## config.mk

```make
export PLATFORM = sky130hd
export DESIGN_NAME = id_ex_stage_flat
export DESIGN_NICKNAME = d
export VERILOG_FILES = /design/src/rtl/id_ex_stage_if.sv /design/src/rtl/id_ex_stage.sv /design/src/flat_wrapper.sv
export SDC_FILE = /design/constraint.sdc
export NUM_CORES = 1
export LEC_CHECK = 0
export ABC_CLOCK_PERIOD_IN_PS = 2530
export CAP_MARGIN = 10
export CORE_MARGIN = 1
export CORE_UTILIZATION = 30
export CTS_CLUSTER_DIAMETER = 120
export CTS_CLUSTER_SIZE = 8
export DETAILED_ROUTE_END_ITERATION = 10
export DONT_BUFFER_PORTS = 1
export GPL_ROUTABILITY_DRIVEN = 0
export GPL_TIMING_DRIVEN = 0
export PLACE_DENSITY = 0.49
export SLEW_MARGIN = 10
export SYNTH_ARGS = -nofsm -noshare
export SYNTH_HDL_FRONTEND = slang
export SYNTH_SLANG_ARGS = --single-unit
```

## constraint.sdc

```tcl
create_clock -name clk -period 2.53 [get_ports clk]
set_input_delay 0.3795 -clock clk [delete_from_list [all_inputs] [get_ports clk]]
set_output_delay 0.3795 -clock clk [all_outputs]
set_load 0.01 [all_outputs]
```

## src/rtl/id_ex_stage_if.sv

```systemverilog
// Bundle between the ID side (forwarding selects, stage results, hazard inputs)
// and the ID/EX register outputs that feed EX and the forwarding unit.
interface id_ex_stage_if #(
  parameter int DATA_W = 16,
  parameter int CTRL_W = 8
);
  logic              id_valid;
  logic [3:0]        idreg1;
  logic [3:0]        idreg2;
  logic [DATA_W-1:0] id_rd1;
  logic [DATA_W-1:0] id_rd2;
  logic [DATA_W-1:0] id_r0;
  logic [3:0]        id_regDest;
  logic [1:0]        id_w;
  logic              id_memRead;
  logic [CTRL_W-1:0] id_ctrl;
  logic [1:0]        Op1Fwd;
  logic [1:0]        Op2Fwd;
  logic [1:0]        R0Fwd;
  logic [DATA_W-1:0] ex_result;
  logic [DATA_W-1:0] m_result;
  logic [DATA_W-1:0] wb_result;
  logic [DATA_W-1:0] ex_r0result;
  logic [DATA_W-1:0] m_r0result;
  logic [DATA_W-1:0] wb_r0result;
  logic              ex_busy;
  logic              flush;
  logic [1:0]        exW;
  logic [3:0]        exRegDest;
  logic              ex_valid;
  logic              ex_memRead;
  logic [DATA_W-1:0] ex_op1;
  logic [DATA_W-1:0] ex_op2;
  logic [DATA_W-1:0] ex_r0;
  logic [CTRL_W-1:0] ex_ctrl;
  logic              stall;
  logic [15:0]       stall_count;

  modport master (
    output id_valid, idreg1, idreg2, id_rd1, id_rd2, id_r0, id_regDest, id_w,
           id_memRead, id_ctrl, Op1Fwd, Op2Fwd, R0Fwd, ex_result, m_result,
           wb_result, ex_r0result, m_r0result, wb_r0result, ex_busy, flush,
    input  exW, exRegDest, ex_valid, ex_memRead, ex_op1, ex_op2, ex_r0,
           ex_ctrl, stall, stall_count
  );

  modport slave (
    input  id_valid, idreg1, idreg2, id_rd1, id_rd2, id_r0, id_regDest, id_w,
           id_memRead, id_ctrl, Op1Fwd, Op2Fwd, R0Fwd, ex_result, m_result,
           wb_result, ex_r0result, m_r0result, wb_r0result, ex_busy, flush,
    output exW, exRegDest, ex_valid, ex_memRead, ex_op1, ex_op2, ex_r0,
           ex_ctrl, stall, stall_count
  );
endinterface

```

## src/rtl/id_ex_stage.sv

```systemverilog
// ID/EX pipeline register: resolves forwarded operands, inserts load-use bubbles,
// freezes on multi-cycle EX ops, flushes on taken branches, counts stall cycles.
module id_ex_stage #(
  parameter int DATA_W = 16,
  parameter int CTRL_W = 8
) (
  input  logic         clk,
  input  logic         rst,
  id_ex_stage_if.slave bus
);

  logic [DATA_W-1:0] op1_fwd, op2_fwd, r0_fwd;

  logic              ex_valid_q, ex_valid_d;
  logic [1:0]        exW_q, exW_d;
  logic [3:0]        exRegDest_q, exRegDest_d;
  logic              ex_memRead_q, ex_memRead_d;
  logic [DATA_W-1:0] ex_op1_q, ex_op1_d;
  logic [DATA_W-1:0] ex_op2_q, ex_op2_d;
  logic [DATA_W-1:0] ex_r0_q, ex_r0_d;
  logic [CTRL_W-1:0] ex_ctrl_q, ex_ctrl_d;
  logic [15:0]       stall_count_q, stall_count_d;

  logic lu;
  logic stall;

  always_comb begin
    op1_fwd = bus.id_rd1;
    case (bus.Op1Fwd)
      2'b01:   op1_fwd = bus.ex_result;
      2'b10:   op1_fwd = bus.m_result;
      2'b11:   op1_fwd = bus.wb_result;
      default: op1_fwd = bus.id_rd1;
    endcase
  end

  always_comb begin
    op2_fwd = bus.id_rd2;
    case (bus.Op2Fwd)
      2'b01:   op2_fwd = bus.ex_result;
      2'b10:   op2_fwd = bus.m_result;
      2'b11:   op2_fwd = bus.wb_result;
      default: op2_fwd = bus.id_rd2;
    endcase
  end

  always_comb begin
    r0_fwd = bus.id_r0;
    case (bus.R0Fwd)
      2'b01:   r0_fwd = bus.ex_r0result;
      2'b10:   r0_fwd = bus.m_r0result;
      2'b11:   r0_fwd = bus.wb_r0result;
      default: r0_fwd = bus.id_r0;
    endcase
  end

  // Hazard looks at the registered EX slot, i.e. the instruction ahead of ID.
  assign lu = bus.id_valid & ex_valid_q & ex_memRead_q & exW_q[0] &
              ((exRegDest_q == bus.idreg1) | (exRegDest_q == bus.idreg2));

  assign stall = (lu | bus.ex_busy) & ~bus.flush;

  always_comb begin
    ex_valid_d   = ex_valid_q;
    exW_d        = exW_q;
    exRegDest_d  = exRegDest_q;
    ex_memRead_d = ex_memRead_q;
    ex_op1_d     = ex_op1_q;
    ex_op2_d     = ex_op2_q;
    ex_r0_d      = ex_r0_q;
    ex_ctrl_d    = ex_ctrl_q;
    if (bus.flush || (!bus.ex_busy && (lu || !bus.id_valid))) begin
      ex_valid_d   = 1'b0;
      exW_d        = 2'b00;
      exRegDest_d  = 4'd0;
      ex_memRead_d = 1'b0;
      ex_op1_d     = '0;
      ex_op2_d     = '0;
      ex_r0_d      = '0;
      ex_ctrl_d    = '0;
    end else if (!bus.ex_busy) begin
      ex_valid_d   = 1'b1;
      exW_d        = bus.id_w;
      exRegDest_d  = bus.id_regDest;
      ex_memRead_d = bus.id_memRead;
      ex_op1_d     = op1_fwd;
      ex_op2_d     = op2_fwd;
      ex_r0_d      = r0_fwd;
      ex_ctrl_d    = bus.id_ctrl;
    end
  end

  assign stall_count_d = (stall && (stall_count_q != 16'hFFFF)) ?
                         stall_count_q + 16'd1 : stall_count_q;

  always_ff @(posedge clk) begin
    if (rst) begin
      ex_valid_q    <= 1'b0;
      exW_q         <= 2'b00;
      exRegDest_q   <= 4'd0;
      ex_memRead_q  <= 1'b0;
      ex_op1_q      <= '0;
      ex_op2_q      <= '0;
      ex_r0_q       <= '0;
      ex_ctrl_q     <= '0;
      stall_count_q <= 16'd0;
    end else begin
      ex_valid_q    <= ex_valid_d;
      exW_q         <= exW_d;
      exRegDest_q   <= exRegDest_d;
      ex_memRead_q  <= ex_memRead_d;
      ex_op1_q      <= ex_op1_d;
      ex_op2_q      <= ex_op2_d;
      ex_r0_q       <= ex_r0_d;
      ex_ctrl_q     <= ex_ctrl_d;
      stall_count_q <= stall_count_d;
    end
  end

  assign bus.ex_valid    = ex_valid_q;
  assign bus.exW         = exW_q;
  assign bus.exRegDest   = exRegDest_q;
  assign bus.ex_memRead  = ex_memRead_q;
  assign bus.ex_op1      = ex_op1_q;
  assign bus.ex_op2      = ex_op2_q;
  assign bus.ex_r0       = ex_r0_q;
  assign bus.ex_ctrl     = ex_ctrl_q;
  assign bus.stall       = stall;
  assign bus.stall_count = stall_count_q;

endmodule

```

## src/flat_wrapper.sv

```systemverilog
// flat-port wrapper written by rule: the top's interface ports become plain ports
module id_ex_stage_flat 
#(
  parameter int DATA_W = 16,
  parameter int CTRL_W = 8
)
  (clk, rst, bus_id_valid, bus_idreg1, bus_idreg2, bus_id_rd1, bus_id_rd2, bus_id_r0, bus_id_regDest, bus_id_w, bus_id_memRead, bus_id_ctrl, bus_Op1Fwd, bus_Op2Fwd, bus_R0Fwd, bus_ex_result, bus_m_result, bus_wb_result, bus_ex_r0result, bus_m_r0result, bus_wb_r0result, bus_ex_busy, bus_flush, bus_exW, bus_exRegDest, bus_ex_valid, bus_ex_memRead, bus_ex_op1, bus_ex_op2, bus_ex_r0, bus_ex_ctrl, bus_stall, bus_stall_count);
  id_ex_stage_if #(.DATA_W(DATA_W), .CTRL_W(CTRL_W)) bus_i ();
  input  logic clk;
  input  logic rst;
  input wire logic [$bits(bus_i.id_valid)-1:0] bus_id_valid;
  input wire logic [$bits(bus_i.idreg1)-1:0] bus_idreg1;
  input wire logic [$bits(bus_i.idreg2)-1:0] bus_idreg2;
  input wire logic [$bits(bus_i.id_rd1)-1:0] bus_id_rd1;
  input wire logic [$bits(bus_i.id_rd2)-1:0] bus_id_rd2;
  input wire logic [$bits(bus_i.id_r0)-1:0] bus_id_r0;
  input wire logic [$bits(bus_i.id_regDest)-1:0] bus_id_regDest;
  input wire logic [$bits(bus_i.id_w)-1:0] bus_id_w;
  input wire logic [$bits(bus_i.id_memRead)-1:0] bus_id_memRead;
  input wire logic [$bits(bus_i.id_ctrl)-1:0] bus_id_ctrl;
  input wire logic [$bits(bus_i.Op1Fwd)-1:0] bus_Op1Fwd;
  input wire logic [$bits(bus_i.Op2Fwd)-1:0] bus_Op2Fwd;
  input wire logic [$bits(bus_i.R0Fwd)-1:0] bus_R0Fwd;
  input wire logic [$bits(bus_i.ex_result)-1:0] bus_ex_result;
  input wire logic [$bits(bus_i.m_result)-1:0] bus_m_result;
  input wire logic [$bits(bus_i.wb_result)-1:0] bus_wb_result;
  input wire logic [$bits(bus_i.ex_r0result)-1:0] bus_ex_r0result;
  input wire logic [$bits(bus_i.m_r0result)-1:0] bus_m_r0result;
  input wire logic [$bits(bus_i.wb_r0result)-1:0] bus_wb_r0result;
  input wire logic [$bits(bus_i.ex_busy)-1:0] bus_ex_busy;
  input wire logic [$bits(bus_i.flush)-1:0] bus_flush;
  output wire logic [$bits(bus_i.exW)-1:0] bus_exW;
  output wire logic [$bits(bus_i.exRegDest)-1:0] bus_exRegDest;
  output wire logic [$bits(bus_i.ex_valid)-1:0] bus_ex_valid;
  output wire logic [$bits(bus_i.ex_memRead)-1:0] bus_ex_memRead;
  output wire logic [$bits(bus_i.ex_op1)-1:0] bus_ex_op1;
  output wire logic [$bits(bus_i.ex_op2)-1:0] bus_ex_op2;
  output wire logic [$bits(bus_i.ex_r0)-1:0] bus_ex_r0;
  output wire logic [$bits(bus_i.ex_ctrl)-1:0] bus_ex_ctrl;
  output wire logic [$bits(bus_i.stall)-1:0] bus_stall;
  output wire logic [$bits(bus_i.stall_count)-1:0] bus_stall_count;
  assign bus_i.id_valid = bus_id_valid;
  assign bus_i.idreg1 = bus_idreg1;
  assign bus_i.idreg2 = bus_idreg2;
  assign bus_i.id_rd1 = bus_id_rd1;
  assign bus_i.id_rd2 = bus_id_rd2;
  assign bus_i.id_r0 = bus_id_r0;
  assign bus_i.id_regDest = bus_id_regDest;
  assign bus_i.id_w = bus_id_w;
  assign bus_i.id_memRead = bus_id_memRead;
  assign bus_i.id_ctrl = bus_id_ctrl;
  assign bus_i.Op1Fwd = bus_Op1Fwd;
  assign bus_i.Op2Fwd = bus_Op2Fwd;
  assign bus_i.R0Fwd = bus_R0Fwd;
  assign bus_i.ex_result = bus_ex_result;
  assign bus_i.m_result = bus_m_result;
  assign bus_i.wb_result = bus_wb_result;
  assign bus_i.ex_r0result = bus_ex_r0result;
  assign bus_i.m_r0result = bus_m_r0result;
  assign bus_i.wb_r0result = bus_wb_r0result;
  assign bus_i.ex_busy = bus_ex_busy;
  assign bus_i.flush = bus_flush;
  assign bus_exW = bus_i.exW;
  assign bus_exRegDest = bus_i.exRegDest;
  assign bus_ex_valid = bus_i.ex_valid;
  assign bus_ex_memRead = bus_i.ex_memRead;
  assign bus_ex_op1 = bus_i.ex_op1;
  assign bus_ex_op2 = bus_i.ex_op2;
  assign bus_ex_r0 = bus_i.ex_r0;
  assign bus_ex_ctrl = bus_i.ex_ctrl;
  assign bus_stall = bus_i.stall;
  assign bus_stall_count = bus_i.stall_count;
  id_ex_stage #(.DATA_W(DATA_W), .CTRL_W(CTRL_W)) u_core (.clk(clk), .rst(rst), .bus(bus_i));
endmodule
```

# Yosys cells after proc, flatten, opt, wreduce, memory -nomap -nowiden
# Cells that the tools add are included.
# totals
output_inout_bits	81
register_bits	80
# op_classes
addsub	1
bitwise	8
mux	3
n_reduce_logical	7
eq_ne	12
# op_table
cell	n
$pmux 16 s3	3
$add 16x1->16 const B	1
$ne 16x16->1 const B	1
$eq 2x2->1 const B	6
$eq 4x4->1	2
$eq 2x1->1 const B	3
$and 1x1->1	5
$logic_and 1x1->1	2
$logic_not 1->1	2
$logic_or 1x1->1	2
$or 1x1->1	2
$reduce_or 2->1	1
$not 1->1	1

# Longest topological paths before layout
# Gate-level depths: netlist of the first run.
# logic_depth
ltp_word	8
ltp_mapped	8
mapped_depth_nobuf	6

# Least setup slack after synthesis of the first run
# OpenSTA, ideal clock, no wires.
# synth_path
path_kind	register to register
startpoint	register u_core.exRegDest_q[1] (netlist: u_core.bus.exRegDest[1])
endpoint	register u_core.stall_count_q[7] (netlist: u_core.bus.stall_count[7])
path_slack_ns	0.568
arrival_ns	1.841
synth_period_minus_slack_ns	1.962
n_path_buf	0
path_stages_with_launch	7
path_cell_list	dfxtp_1 > xor2_1 > nor4_4 > o211ai_2 > a211oi_4 > and3_1 > mux2_2
# synth_via
elab_chain_len	6
word_cells_on_any_way	7
# synth_rtl
element	line_no	source
start, declared	id_ex_stage.sv:16	logic [3:0] exRegDest_q, exRegDest_d;
start signal, assigned	id_ex_stage.sv:110	exRegDest_q <= exRegDest_d;
$eq 4x4->1	id_ex_stage.sv:59	((exRegDest_q == bus.idreg1) | (exRegDest_q == bus.idreg2));
$or 1x1->1 (*)	id_ex_stage.sv:59	
$and 1x1->1 (*)	id_ex_stage.sv:58	assign lu = bus.id_valid & ex_valid_q & ex_memRead_q & exW_q[0] &
$or 1x1->1 (*)	id_ex_stage.sv:61	assign stall = (lu | bus.ex_busy) & ~bus.flush;
$and 1x1->1 (*)	id_ex_stage.sv:61	
$logic_and 1x1->1 (*)	id_ex_stage.sv:93	assign stall_count_d = (stall && (stall_count_q != 16'hFFFF)) ?
end signal, assigned	id_ex_stage.sv:116	stall_count_q <= stall_count_d;
end, declared	id_ex_stage.sv:22	logic [15:0] stall_count_q, stall_count_d;
# Mark *: on every way between the ends. The rest lies on a longest branch, timed or not.
# A chain may end at the register's enable or synchronous reset.

# Worst setup path in the final report of the first run
# layout_path
startpoint	register u_core.exRegDest_q[1] (netlist: u_core.bus.exRegDest[1])
endpoint	output bus_stall
# layout_via
elab_chain_len	5
word_cells_on_any_way	6
# layout_rtl
element	line_no	source
$eq 4x4->1	id_ex_stage.sv:59	
$or 1x1->1 (*)	id_ex_stage.sv:59	
$and 1x1->1 (*)	id_ex_stage.sv:58	
$or 1x1->1 (*)	id_ex_stage.sv:61	
$and 1x1->1 (*)	id_ex_stage.sv:61	
end, declared	flat_wrapper.sv:40	output wire logic [$bits(bus_i.stall)-1:0] bus_stall;
# Marked as above.

==> results of run 1 <==
==> cell usage in the layout (no fill, tap or decap), drive strengths merged, types with 3 or more instances in the layout <==
| master | netlist | final |
|---|---|---|
| nor2b | 6 | 6 |
| buf | 19 | 19 |
| a22oi | 63 | 63 |
| nand4 | 5 | 5 |
| dfxtp | 80 | 80 |
| a211oi | 3 | 3 |
| inv | 5 | 6 |
| mux2 | 6 | 6 |
| xor2 | 8 | 8 |
| clkinv | 0 | 3 |
| clkinvlp | 0 | 3 |
| and4 | 4 | 4 |
| nand2 | 3 | 3 |
| mux4 | 48 | 48 |
| a31o | 4 | 4 |
| nor2 | 76 | 76 |
| and3 | 11 | 11 |
| a21oi | 7 | 7 |
| clkbuf | 19 | 28 |
==> state kept, by name, summed over array words and instances, names as in the netlist <==
register	flops
u_core.bus.exRegDest	4
u_core.bus.exW	2
u_core.bus.ex_ctrl	8
u_core.bus.ex_memRead	1
u_core.bus.ex_op1	16
u_core.bus.ex_op2	16
u_core.bus.ex_r0	16
u_core.bus.ex_valid	1
u_core.bus.stall_count	16
==> area by class of cell <==
type,count,area (µm²),share of cell area [%]
multi-input combinational,265,2450,51.6
sequential,80,1600,33.7
clock buffer,9,225,4.74
tap,180,225,4.74
buffer,38,171,3.61
clock inverter,7,56.3,1.18
inverter,5,18.8,0.395
==> routing by layer <==
| metal | up-vias | share of wire [%] | global-route usage, % |
|---|---|---|---|
| met5 | - | 0 | 0 |
| met4 | 0 | 3.1 | 8.02 |
| met3 | 22 | 10 | 8.83 |
| met2 | 171 | 49 | 30.6 |
| met1 | 1595 | 37 | 20.2 |
| li1 | 1529 | - | - |
==> logic make-up (layout without fill, tap and decap cells) <==
family / Yosys count / after routing / share of synthesized area [%]
flip-flops: 80 / 80 / 37.7
XOR/XNOR: 9 / 9 / 1.86
AND/OR/NAND/NOR: 115 / 115 / 13.1
multiplexers: 55 / 55 / 27.3
buffers and inverters: 43 / 59 / 4.48
adder cells (fa/ha/maj): 1 / 1 / 0.295
AO/OA/AOI/OAI: 85 / 85 / 15.3
==> worst max-delay path by stage <==
stage / startpoint / endpoint / cells after the start
2_1_floorplan: u_core.bus.exRegDest[1] / u_core.bus.stall_count[7] / 6
3_3_place_gp: u_core.bus.exRegDest[1] / u_core.bus.stall_count[7] / 6
3_5_place_dp: u_core.bus.exRegDest[1] / u_core.bus.stall_count[7] / 6
4_1_cts: u_core.bus.exRegDest[1] / bus_stall / 4
5_1_grt: u_core.bus.exRegDest[0] / bus_stall / 4
6_report: u_core.bus.exRegDest[1] / bus_stall / 4
==> worst max-delay path: stages (launching register included) <==
cell	delay, ns
dfxtp_1	0.37
xor2_1	0.19
nor4_2	0.41
o211ai_2	0.17
a21oi_2	0.48
==> metrics by stage <==
step	util [%]	power, W	cells	setup slack (ns)	area, µm²
floorplan	-	0.00163	388	0.568	4250
global route	34.4	0.00307	584	0.0207	4750
finish	34.4	0.00291	584	0.181	4750
detailed placement	32.3	0.00171	568	0.277	4470
CTS	34.4	0.00296	584	0.156	4750
global placement	32.3	0.00171	568	0.287	4470
==> power groups by stage <==
stage	sequential (W)	combinational (W)	clock, W
after CTS	0.00132	0.000361	0.00128
after detailed placement	0.00135	0.000360	0
final	0.00132	0.000356	0.00124
after global placement	0.00135	0.000357	0
after global routing	0.00132	0.000386	0.00136
after floorplan	0.00134	0.000289	0
==> out/results.ini, run 1 <==
[outcome]
status = completed

[pwr]
max-vdd-ir-drop_uv = 296
power_frac_seq_pct = 45.3
switchingPower_w = 0.000776
clkPwrFrac_pct = 42.5
internal_power_w = 0.00214
power_switching_share_pct = 26.6
leakage_nw = 1.65
combPwrFrac_pct = 12.2
pwr_density_cell_nw_per_um2 = 613

[synth]
synth_area_leaders = dfxtp_1 (38%), mux4_2 (25%), a22oi_1 (11%), nor2_1 (6.7%), clkbuf_1 (1.7%)
syn_nets = 567
synth_top_flop_cell = dfxtp_1
yosysMostFrequentCell = dfxtp_1
async_flop_share_pct = 0
synth_seq_cells = 80
synth_common_cells = dfxtp_1 (80), nor2_1 (76), a22oi_1 (63), mux4_2 (48), clkbuf_1 (19)
syn_inst = 388
syn-cell-area_um2 = 4250
yosysWarnings = 0
synth-edff-count = 0
post_synth.cell_area_avg_um2 = 10.9
yosysTopAreaCell = dfxtp_1
synth_top_cell_area_share_pct = 37.7
ys_types = 42
synth_seq_area_share_pct = 37.7

[die]
die-area_um2 = 14600
core_area_um2 = 13800
die_y_um = 121
initial_core_util_pct = 30.7
die_width_um = 121
rows = 43
io_pins = 259

[timing]
maxSlewViolCount = 0
period_share_pct = 92.8
max_freq_mhz = 426
tns_ns = 0
hold_slack_ns = 0.184
finalSetupViolCount = 0
period_minus_slack_ns = 2.35
rsz0062_at_grt = no
slew_headroom_pct = 53.2
tightest_slew_ns = 0.697
hold_viol_final = 0
skew_ns = 0.00753

[clock_network]
postCtsHoldBufs = 0
cts-root-buf = clkbuf_16
cts_resized = 0
clkTransAtPathRegs_ns = 0.07
clockBufferDepth = 2
cts_tree = done
clk_latency_ns = 0.34
clock-sinks = 80
cts_buffers = 9
cts_max_level = 3
post_cts_buffers = 0

[worst_setup_path]
cp.required_ns = 2.15
critPathMaxFanout = 10
r2r_slack_ns = 0.28
cp-end-kind = output port
rr_endpoint = u_core.bus.stall_count[14]
critPathLaunchType = register
arrival_ns = 1.97
worst-setup-path-type = reg -> out
reg2regPathDepth = 6
r2r_start = u_core.bus.exRegDest[1]

[routing]
vias_per_cell = 5.68
ant_nets = 0
first_pass_iters = 4
totalWireLength_um = 13300
vias = 3317
first_iter_violations = 159
route.detailed.drc = 0
post_drt_wl_per_cell_um = 22.8

[place]
dpl.hpwl_um = 10500
portBuffers = 0

[grt]
grt_pass1_vias = 3456
grt_max_degree = 16
antenna_found_initial = 0
grt_util_all_layers_pct = 18.5
grt_pass1_wl_um = 19900
grt_overflow = 0

[worst_hold_path]
hold_depth = 2
min_to = u_core.bus.ex_memRead
min_from = bus_id_memRead
min_path_type = in -> reg

[cells_and_area]
num-fill-cells = 1399
antenna_cells = 0
final_nets = 578
synthToLayoutAreaGrowth_pct = 11.9
drive_gt1_share_pct = 23.0

[run]
maxCapViolCount = 0

No activity file was read; power rests on OpenSTA's default activity.
==> run 2: changes to the inputs <==
- REMOVE_ABC_BUFFERS: unset -> 1
==> run 2 against run 1 <==
  * Global-route usage down 1.8 points
  * Sequential power about the same
  * Via count down 2.6%
  * Flip-flop and latch count unchanged
  * Combinational power down 23%
==> out/results.ini, run 2 (synthesis gave the netlist of run 1 again) <==
[outcome]
status = completed

[clock_network]
cts_tree = done
clkTransAtPathRegs_ns = 0.06  ; about the same
cts-root-buf = clkbuf_16
clk_latency_ns = 0.34  ; about the same
clockBufferDepth = 2  ; unchanged
clock-sinks = 80  ; unchanged
cts_buffers = 9  ; unchanged
cts_max_level = 3  ; unchanged

[worst_setup_path]
critPathSlowestCell = a21oi_2
r2r_slack_ns = 0.31  ; +0.03 ns
worstSetupPathDepth = 4  ; unchanged
startpoint = u_core.bus.exRegDest[1]
reg2regPathDepth = 6  ; unchanged
rr_endpoint = u_core.bus.stall_count[14]
endpoint = bus_stall
cp-end-kind = output port
cp.required_ns = 2.15  ; about the same
r2r_start = u_core.bus.exRegDest[1]
max_stage_delay_ns = 0.49  ; about the same
crit_path_cell_trace = xor2_1 > nor4_4 > o211ai_2 > a21oi_2
critPathLaunchType = register
critPathMaxFanout = 10  ; unchanged
worst-setup-path-type = reg -> out
arrival_ns = 1.92  ; -0.05 ns
path_buf_inv = 0  ; unchanged
path_delay_family = compound AO/OA/AOI/OAI gates

[grt]
grt_util_all_layers_pct = 16.8  ; -1.8 points
grt_pass1_wl_um = 18400  ; -7.8%
grt_overflow = 0  ; unchanged
antenna_found_initial = 0  ; unchanged
grt_max_degree = 66  ; +50
grt_pass1_vias = 3315  ; -4.1%

[worst_hold_path]
min_path_type = in -> reg
hold_depth = 1  ; -1

[pwr]
switchingPower_w = 0.000667  ; -14%
power_frac_seq_pct = 43.3  ; -2.0 points
max-vdd-ir-drop_uv = 267  ; -9.6%
internal_power_w = 0.00238  ; +11%
combPwrFrac_pct = 9.0  ; -3.2 points
clkPwrFrac_pct = 47.7  ; +5.2 points
power_switching_share_pct = 21.9  ; -4.7 points
pwr_density_cell_nw_per_um2 = 648  ; +5.7%
leakage_nw = 1.62  ; -1.7%

[timing]
hold_viol_final = 0  ; unchanged
finalSetupViolCount = 0  ; unchanged
period_minus_slack_ns = 2.30  ; -0.0498 ns
hold_slack_ns = 0.101  ; -0.0829 ns
slew_headroom_pct = 48.0  ; -5.2 points
rsz0062_at_grt = no
skew_ns = 0.00685  ; -0.000679 ns
maxSlewViolCount = 0  ; unchanged
max_freq_mhz = 435  ; +2.2%
tightest_slew_ns = 0.781  ; +0.0836 ns
fin_ws_ns = 0.231  ; +0.0498 ns
period_share_pct = 90.9  ; -2.0 points

[cells_and_area]
antenna_cells = 0  ; unchanged
finalNonFillerCells = 551  ; -5.7%
design_area_um2 = 4700  ; -1.2%
final_common_cell = dfxtp_1
final_cell_mix = dfxtp_1 (80), nor2_1 (76), a22oi_1 (63)
drive_gt1_share_pct = 22.4  ; -0.65 points
final_util_pct = 34.0  ; -0.40 points
final_nets = 545  ; -5.7%
synthToLayoutAreaGrowth_pct = 10.6

[die]
core_area_um2 = 13800  ; unchanged
rows = 43  ; unchanged
die_y_um = 121  ; unchanged
die_width_um = 121  ; unchanged
io_pins = 259  ; unchanged
initial_core_util_pct = 30.7  ; unchanged
die-area_um2 = 14600  ; unchanged

[place]
dpl.hpwl_um = 8930  ; -15%
dp.cells = 531  ; -6.5%
place_ws_ns = 0.0730  ; -0.204 ns
place_area_um2 = 4320  ; -3.4%
portBuffers = 0  ; unchanged

[routing]
totalWireLength_um = 12400  ; -6.5%
first_pass_iters = 4  ; unchanged
first_iter_violations = 171  ; +7.5%
vias = 3230  ; -2.6%
ant_nets = 0  ; unchanged
route.detailed.drc = 0  ; unchanged
post_drt_wl_per_cell_um = 22.6  ; -0.89%
vias_per_cell = 5.86  ; +3.2%

[run]
maxCapViolCount = 0  ; unchanged

-- run 2: cell types whose count changed in the layout (fill, tap and decap cells not counted), sizes merged --
cell	change
clkbuf	-17
buf	-14
clkinvlp	-3
bufinv	+2
inv	-1
-- run 2: power by group through the flow --
stage          registers, W  logic [W]  clock network (W)
3_5_place_dp        0.00135   0.000267                  0
5_1_grt             0.00132   0.000296            0.00155
2_1_floorplan       0.00134   0.000232                  0
6_report            0.00132   0.000273            0.00145
3_3_place_gp        0.00135   0.000261                  0
4_1_cts             0.00132   0.000268            0.00150
-- run 2: timing repair --
| action | CTS | global route |
|---|---|---|
| hold buffers | 0 | 0 |
| endpoints found under the setup margin | 0 | 3 |
| gates resized for setup | 0 | 0 |
| buffers inserted | 0 | 4 |
-- run 2: layout make-up --
class	count	area (µm²)
clock buffers	11	253
fillers	1377	9130
well taps	180	225
multi-input cells	265	2460
repair buffers	5	62.6
clock inverters	5	78.8
flip-flops and latches	80	1600
inverters	5	18.8
-- run 2: worst reg2reg max path: stages, from the launching register on --
cell      delay, ns
dfxtp_1        0.45
xor2_1         0.14
nor4_4         0.32
o211ai_2       0.18
a21oi_2        0.49
nand4_1        0.19
mux2_1         0.34
-- run 2: per-layer routing --
| layer | wire [µm] | global-route usage [%] |
|---|---|---|
| met4 | 187 | 6.48 |
| met2 | 6390 | 28.7 |
| met1 | 4540 | 18.3 |
| met5 | 0 | 0 |
| met3 | 1310 | 7.14 |
-- run 2: worst min path at each step --
stage | start | to | slack [ns]
after global routing | rst | u_core.bus.stall_count[11] | 0.08
after CTS | rst | u_core.bus.stall_count[5] | 0.08
final | rst | u_core.bus.stall_count[13] | 0.10
after floorplan | rst | u_core.bus.stall_count[13] | 0.45
after detailed placement | rst | u_core.bus.stall_count[5] | 0.46
after global placement | rst | u_core.bus.stall_count[13] | 0.45
-- run 2: through the flow --
step / TNS [ns] / power [W]
6_report: 0 / 0.00305
5_1_grt: 0 / 0.00317
4_1_cts: 0 / 0.00308
3_3_place_gp: -45.93 / 0.00161
2_1_floorplan: 0 / 0.00157
3_5_place_dp: 0 / 0.00161
==> run 3: changes to the inputs <==
- DONT_BUFFER_PORTS: 1 -> unset
- PLACE_DENSITY: 0.49 -> 0.72
- REMOVE_ABC_BUFFERS: 1 -> unset
==> run 3 against run 2 <==
  * Worst hold slack improved by 0.35 ns
  * Global-route usage increased by 4.2 points
  * Die area unchanged
  * Non-clock buffer count increased by 286
  * Maximum frequency decreased by 2.7%
  * Via count increased by 37%
  * Power increased by 11%
==> out/results.ini, run 3 (synthesis gave the netlist of run 1 again) <==
[outcome]
status = completed

[run]
maxCapViolCount = 0  ; unchanged

[cells_and_area]
final_nets = 831  ; +52%
antenna_cells = 0  ; unchanged
synthToLayoutAreaGrowth_pct = 72.4
num-fill-cells = 1196  ; -13%
multi_input_area_um2 = 2460  ; +0.15%
seq_area_um2 = 1600  ; unchanged
finalNonFillerCells = 837  ; +52%
final_util_pct = 52.9  ; +19 points
final_common_cell = clkdlybuf4s50_1
final_cell_mix = clkdlybuf4s50_1 (250), dfxtp_1 (80), nor2_1 (76)
drive_gt1_share_pct = 14.0  ; -8.4 points

[die]
core_area_um2 = 13800  ; unchanged
die_y_um = 121  ; unchanged
die-area_um2 = 14600  ; unchanged
io_pins = 259  ; unchanged
initial_core_util_pct = 30.7  ; unchanged
die_width_um = 121  ; unchanged
rows = 43  ; unchanged

[worst_setup_path]
endpoint = bus_stall
r2r_slack_ns = 0.35  ; +0.04 ns
cp.required_ns = 2.15  ; about the same
rr_endpoint = u_core.bus.stall_count[7]
critPathLaunchType = primary input
startpoint = bus_idreg2[2]
reg2regPathDepth = 7  ; +1
arrival_ns = 1.98  ; +0.06 ns
r2r_start = u_core.bus.exRegDest[2]
critPathMaxFanout = 2  ; -8
worst-setup-path-type = in -> out
cp-end-kind = output port

[place]
dpl.hpwl_um = 12300  ; +37%
portBuffers = 251  ; +251
place_ws_ns = -0.418  ; -0.491 ns
dp.cells = 819  ; +54%

[timing]
period_share_pct = 93.4  ; +2.5 points
finalSetupViolCount = 0  ; unchanged
max_freq_mhz = 423  ; -2.7%
hold_viol_final = 0  ; unchanged
tightest_slew_ns = 0.614  ; -0.166 ns
rsz0062_at_grt = no
period_minus_slack_ns = 2.36  ; +0.0641 ns
slew_headroom_pct = 59.0  ; +11 points
maxSlewViolCount = 0  ; unchanged
skew_ns = 0.00557  ; -0.00128 ns
fin_ws_ns = 0.167  ; -0.0641 ns

[grt]
grt_pass1_wl_um = 23500  ; +28%
grt_pass1_vias = 4675  ; +41%
grt_util_all_layers_pct = 21.0  ; +4.2 points
grt_max_degree = 13  ; -80%
antenna_found_initial = 0  ; unchanged
grt_overflow = 0  ; unchanged

[clock_network]
clock-sinks = 80  ; unchanged
cts-root-buf = clkbuf_16
clkTransAtPathRegs_ns = 0.05  ; about the same
clk_latency_ns = 0.33  ; about the same
cts_buffers = 9  ; unchanged
cts_tree = done
clockBufferDepth = 2  ; unchanged
cts_max_level = 3  ; unchanged

[routing]
post_drt_wl_per_cell_um = 18.1  ; -20%
first_iter_violations = 346  ; +100%
vias = 4431  ; +37%
route.detailed.drc = 0  ; unchanged
ant_nets = 0  ; unchanged
totalWireLength_um = 15100  ; +22%
first_pass_iters = 4  ; unchanged
vias_per_cell = 5.29  ; -9.7%

[pwr]
max-vdd-ir-drop_uv = 334  ; +25%
leakage_nw = 2.63  ; +62%
pwr_density_cell_nw_per_um2 = 463  ; -29%
power.total_w = 0.00339  ; +11%

[worst_hold_path]
min_path_type = in -> reg

## run 3: cell type report
| cell class | count | share of cell area (%) |
|---|---|---|
| Buffer | 38 | 2.34 |
| Clock buffer | 13 | 3.42 |
| Clock inverter | 3 | 0.889 |
| Inverter | 5 | 0.256 |
| Multi-Input combinational cell | 265 | 33.6 |
| Sequential cell | 80 | 21.9 |
| Tap cell | 180 | 3.08 |
| Timing Repair Buffer | 253 | 34.5 |
## run 3: layer usage
metal	track usage (%)	share of wire (%)
met5	0	0
met4	8.72	2.9
met3	5.64	8.7
met2	38.5	51
met1	22.6	37
## run 3: what timing repair did
action / 4_1_cts / 5_1_grt
hold buffers: 0 / 0
endpoints found under the setup margin: 1 / 0
gates resized for setup: 2 / 0
setup buffers: 2 / 0
## run 3: how the worst min path moves through the flow
stage / from / endpoint / slack, ns / depth (start not counted)
finish: rst / u_core.bus.stall_count[8] / 0.46 / 3
global route: rst / u_core.bus.stall_count[8] / 0.49 / 3
CTS: rst / u_core.bus.stall_count[14] / 0.45 / 3
detailed placement: u_core.bus.ex_r0[14] / u_core.bus.ex_r0[14] / 0.51 / 2
global placement: u_core.bus.ex_op2[13] / u_core.bus.ex_op2[13] / 0.49 / 2
floorplan: bus_id_regDest[0] / u_core.bus.exRegDest[0] / 0.53 / 2
## run 3: critical path: stages
cell             delay [ns]
clkdlybuf4s50_1        0.41
xor2_1                 0.16
nor4_2                 0.27
buf_4                  0.16
o211ai_2               0.14
a21oi_4                0.17
dlygate4sd2_1          0.29
## run 3: per-stage QoR
stage	cell area, µm²	hold slack, ns	TNS, ns
floorplan	4250	0.528	0
global placement	6980	0.490	-0.539
detailed placement	6980	0.506	-0.802
CTS	7320	0.447	0
global route	7320	0.487	0
finish	7320	0.455	0
## run 3: power by group
part	leakage [nW]	switching, W	internal (W)
registers	0.648	0.0000185	0.00129
clock network	0.154	0.000491	0.000891
logic	1.83	0.000253	0.000450
total	2.63	0.000762	0.00263
